$ cat src/rtl/clock_enable_bank.sv
// clock_enable_bank: runtime-programmable bank of integer/fractional clock-enable strobes gated by a synchronised lock
module clock_enable_bank #(
    parameter int CHANNELS = 8,
    parameter int ACC_W    = 24,
    parameter int CHAN_W   = 4
) (
    input  logic                refclk,
    input  logic                rst,
    input  logic                locked,
    input  logic                sync_all,
    input  logic                wr_en,
    input  logic [CHAN_W-1:0]   wr_chan,
    input  logic                wr_mode,
    input  logic [ACC_W-1:0]    wr_data,
    output logic [CHANNELS-1:0] ce,
    output logic [CHANNELS-1:0] tgl,
    output logic                ready
);
    logic sync1_q, sync1_d, ready_q, ready_d, run;
    always_comb begin
        sync1_d = locked;
        ready_d = sync1_q;
        run     = ready_q && sync1_q;
    end
    always_ff @(posedge refclk or posedge rst) begin
        if (rst) begin
            sync1_q <= 1'b0;
            ready_q <= 1'b0;
        end else begin
            sync1_q <= sync1_d;
            ready_q <= ready_d;
        end
    end
    assign ready = ready_q;
    genvar i;
    for (i = 0; i < CHANNELS; i++) begin : g_ch
        logic [ACC_W-1:0] inc_q, inc_d, acc_q, acc_d;
        logic [ACC_W:0]   sum;
        logic             mode_q, mode_d, ce_q, ce_d, tgl_q, tgl_d, wr, clr;
        // acc_q doubles as the down-counter in integer mode; a clear reloads it for the mode being entered
        always_comb begin
            wr     = wr_en && (wr_chan == CHAN_W'(i));
            clr    = !run || sync_all || wr;
            inc_d  = wr ? wr_data : inc_q;
            mode_d = wr ? wr_mode : mode_q;
            sum    = {1'b0, acc_q} + {1'b0, inc_q};
            acc_d  = clr ? (mode_d ? inc_d : '0) :
                     mode_q ? ((acc_q == '0) ? inc_q : acc_q - ACC_W'(1)) : sum[ACC_W-1:0];
            ce_d   = !clr && (mode_q ? (acc_q == '0) : sum[ACC_W]);
            tgl_d  = tgl_q ^ ce_d;
        end
        always_ff @(posedge refclk or posedge rst) begin
            if (rst) begin
                inc_q  <= '0;
                mode_q <= 1'b0;
                acc_q  <= '0;
                ce_q   <= 1'b0;
                tgl_q  <= 1'b0;
            end else begin
                inc_q  <= inc_d;
                mode_q <= mode_d;
                acc_q  <= acc_d;
                ce_q   <= ce_d;
                tgl_q  <= tgl_d;
            end
        end
        assign ce[i]  = ce_q;
        assign tgl[i] = tgl_q;
    end
endmodule

$ cat config.mk
export PLATFORM = sky130hd
export DESIGN_NAME = clock_enable_bank
export DESIGN_NICKNAME = d
export VERILOG_FILES = /design/src/rtl/clock_enable_bank.sv
export SDC_FILE = /design/constraint.sdc
export NUM_CORES = 2
export LEC_CHECK = 0
export ABC_AREA = 1
export BUFFER_PORTS_ARGS = -buffer_cell sky130_fd_sc_hd__buf_2
export CORE_MARGIN = 5
export CORE_UTILIZATION = 34
export DETAILED_ROUTE_END_ITERATION = 7
export SLEW_MARGIN = 5
export SYNTH_ARGS = -nofsm -noshare
export SYNTH_HDL_FRONTEND = slang
export SYNTH_SLANG_ARGS = --single-unit
$ cat constraint.sdc
create_clock -name refclk -period 35.5 [get_ports refclk]
set_input_delay 1.775 -clock refclk [delete_from_list [all_inputs] [get_ports refclk]]
set_output_delay 1.775 -clock refclk [all_outputs]
set_load 0.01 [all_outputs]
==> impl_metrics.env <==
export IMPL_ant_nets=0
export IMPL_cap_violations=0
export IMPL_cts_made_buffers=50
export IMPL_cts_tree="built"
export IMPL_clock_latency_ps=640
export IMPL_synth_ff_type="dfrtp_1"
export IMPL_fin_skew_ps=45.8
export IMPL_core_area_um2=112000
export IMPL_yosysWarnings=0
export IMPL_r2r_end="g_ch[3].acc_q[17]$_DFF_PP0_"
export IMPL_place_gp_congestion=0.962
export IMPL_power_total_w=0.00275
export IMPL_end_kind="register"
export IMPL_hold_path_end="ready$_DFF_PP0_"
export IMPL_min_period_ps=4150
export IMPL_syn_nets=6774
export IMPL_relSlewSlack=0.163
export IMPL_crit_buf_inv=4
export IMPL_finalNonFillerCells=8051
export IMPL_start_kind="primary input"
export IMPL_drtIter0Drc=3550
export IMPL_worstSetupStartpoint="wr_chan[3]"
export IMPL_grt_pass1_wl_um=215000
export IMPL_setup_tns_final_ps=0
export IMPL_synth_edff_count=0
export IMPL_status="completed"
export IMPL_r2r_start="g_ch[3].acc_q[9]$_DFF_PP0_"
export IMPL_syn_to_final_growth_pct=8.71
export IMPL_slew_viol_final=0
export IMPL_grt_max_degree=150
export IMPL_grt_pass1_vias=37722
export IMPL_clock_fmax_mhz=241
export IMPL_ctsHoldBuffers=0
export IMPL_crit_family="simple AND/OR/NAND/NOR gates"
export IMPL_io_pins=51
export IMPL_place_port_buffers=50
export IMPL_period_share=0.117
export IMPL_crit_type="primary input to register"
export IMPL_dr_pass1_iters=6
export IMPL_via_per_inst=5.04
export IMPL_wl_um=139000
export IMPL_final_core_util=0.370
export IMPL_dp_cells=7953
export IMPL_setup_violations=0
export IMPL_crit_chain="buf_2 > inv_1 > nand3_1 > nor2_4 > nor2_2 > buf_4 > nor2_2 > inv_1 > o21ai_0"
export IMPL_worstPathMaxFanout=51
export IMPL_cts_htree_levels=2
export IMPL_yosysUniqueCellTypes=43
export IMPL_yosysSeqAreaShare=0.269
export IMPL_max_stage_delay_ps=920
export IMPL_antenna_found_initial=10
export IMPL_rsz0062_at_grt="no"
export IMPL_cp_required_ps=36030
export IMPL_die_h_um=345
export IMPL_route_detailed_wl_per_inst_um=17.2
export IMPL_worstMarginPinSlew_ps=1250
export IMPL_synth_async_sr_flop_share=1.00
export IMPL_hold_path_class="register to register"
export IMPL_netlist_area_um2=38200
export IMPL_die_area_um2=119000
export IMPL_drc_errors=0
export IMPL_ys_ff_latch=410
export IMPL_hold_ws_ps=374
export IMPL_holdPathStages=0
export IMPL_cts_resized_gates=0
export IMPL_numClockSinks=410
export IMPL_hold_start="ready_d$_DFF_PP0_"
export IMPL_avgSynthCellArea_um2=5.85
export IMPL_worst_r2r_path_depth=10
export IMPL_initial_utilization=0.341
export IMPL_dp_hpwl_um=106000
export IMPL_clock_root_buffer="clkbuf_16"
export IMPL_p_leak_nw=23.4
export IMPL_syn_instance_count=6524
export IMPL_crit_slowest_cell="nor2_4"
export IMPL_vias=40607
export IMPL_ir_drop_uv=40.7
export IMPL_power_density_nw_per_um2=66.2
export IMPL_reg2reg_slack_ps=32130
export IMPL_grtUsageTotal=0.223
export IMPL_hold_viol_final=0
export IMPL_clk_pin_slew_ps=60
export IMPL_worstPathArrival_ps=4680
export IMPL_clock_path_buffers=3
export IMPL_cts_setup_buffers=0
export IMPL_rows=123
export IMPL_drive_above_1_share=0.0310
export IMPL_final_nets=6755
export IMPL_grt_ovfl_total=0
export IMPL_die_x_um=345
## layer usage
metal | up-vias | part of all wire | GRT usage | wire length [µm]
li1 | 20439 | - | - | -
met1 | 18644 | 0.46 | 0.320 | 64200
met2 | 1344 | 0.44 | 0.356 | 61100
met3 | 180 | 0.069 | 0.0270 | 9530
met4 | 0 | 0.027 | 0.0600 | 3740
met5 | - | 0 | 0 | 0
## final cells by class
class | instances | area, µm²
diodes | 5 | 12.5
clock buffers | 74 | 1430
clock inverters | 19 | 221
fillers | 12527 | 70500
inverters | 999 | 3760
multi-input cells | 4967 | 23500
flip-flops and latches | 410 | 10300
well taps | 1500 | 1880
repair buffers | 77 | 465
## worst max-delay path by stage
stage / end / slack (ps) / cells past startpoint
global route: g_ch[7].acc_q[0]$_DFF_PP0_ / 31110 / 9
global placement: g_ch[7].acc_q[0]$_DFF_PP0_ / 30840 / 9
CTS: g_ch[7].acc_q[0]$_DFF_PP0_ / 31380 / 9
floorplan: g_ch[0].acc_q[0]$_DFF_PP0_ / 22320 / 1
detailed placement: g_ch[7].acc_q[0]$_DFF_PP0_ / 30740 / 9
finish: g_ch[7].acc_q[0]$_DFF_PP0_ / 31350 / 9
## layout by cell type, fill, tap and decap left out, types with 4 or more instances in the layout
cell type  instances
clkbuf_1          15
clkinv_2           7
a31oi_1            5
a21o_1            13
buf_4             26
diode_2            5
or2_2             21
inv_1            987
o21bai_1           5
nor2_4             4
nor2_1           633
a21oi_1          193
nor4_1             9
clkbuf_16         50
dfrtp_1          410
clkbuf_8           9
o21ai_0          341
xor2_1            46
nand3_1          540
o21a_1            24
o22ai_1            4
ha_1             208
nand2_1         2545
nor3_1            77
nand4_1           97
o21ai_1           51
o2111ai_1          5
and2_1             4
xnor2_1           41
nand3b_1          32
nor2_2             7
buf_2             50
inv_2              8
o211ai_1          39
fa_1               8
## Yosys cell counts (13+ instances only)
library cell | instances | area share
a21o_1 | 13 | 0.0026
a21oi_1 | 193 | 0.025
buf_2 | 44 | 0.0058
buf_4 | 23 | 0.0045
clkbuf_1 | 78 | 0.0077
dfrtp_1 | 410 | 0.27
ha_1 | 208 | 0.068
inv_1 | 988 | 0.097
nand2_1 | 2545 | 0.25
nand3_1 | 540 | 0.071
nand3b_1 | 32 | 0.0063
nand4_1 | 97 | 0.016
nor2_1 | 634 | 0.062
nor3_1 | 77 | 0.010
o211ai_1 | 39 | 0.0077
o21a_1 | 24 | 0.0047
o21ai_0 | 341 | 0.045
o21ai_1 | 51 | 0.0067
or2_2 | 21 | 0.0034
xnor2_1 | 41 | 0.0094
xor2_1 | 46 | 0.011
## power by group
group	leakage (nW)	switching (W)	internal, W	total (W)
sequential	5.20	0.000143	0.000573	0.000715
combinational	17.4	0.00102	0.000487	0.00151
clock	0.802	0.000223	0.000303	0.000525
## stage by stage
step	area, µm²	setup slack (ps)
after floorplan	38200	22320
after global placement	39800	30840
after detailed placement	39800	30740
after CTS	41500	31380
after global routing	41500	31110
final	41500	31350
## kinds of logic after synthesis
group / count (synthesis) / share of synthesized area
adders and majority gates: 216 / 0.0724
AOI/OAI and AO/OA: 685 / 0.0963
DFF: 410 / 0.269
and+or+nand+nor: 3979 / 0.426
xor gates and xnor gates: 87 / 0.0200
buffers and inverters: 1147 / 0.117
## sequential cells by signal, indices dropped and copies added, names as in the netlist
register and count:
ready_d 1, g_ch.mode_q 8, g_ch.inc_q 192, g_ch.tgl_q 8, ready 1, g_ch.ce_q 8
g_ch.acc_q 192
Power figures use the tool's default switching activity.
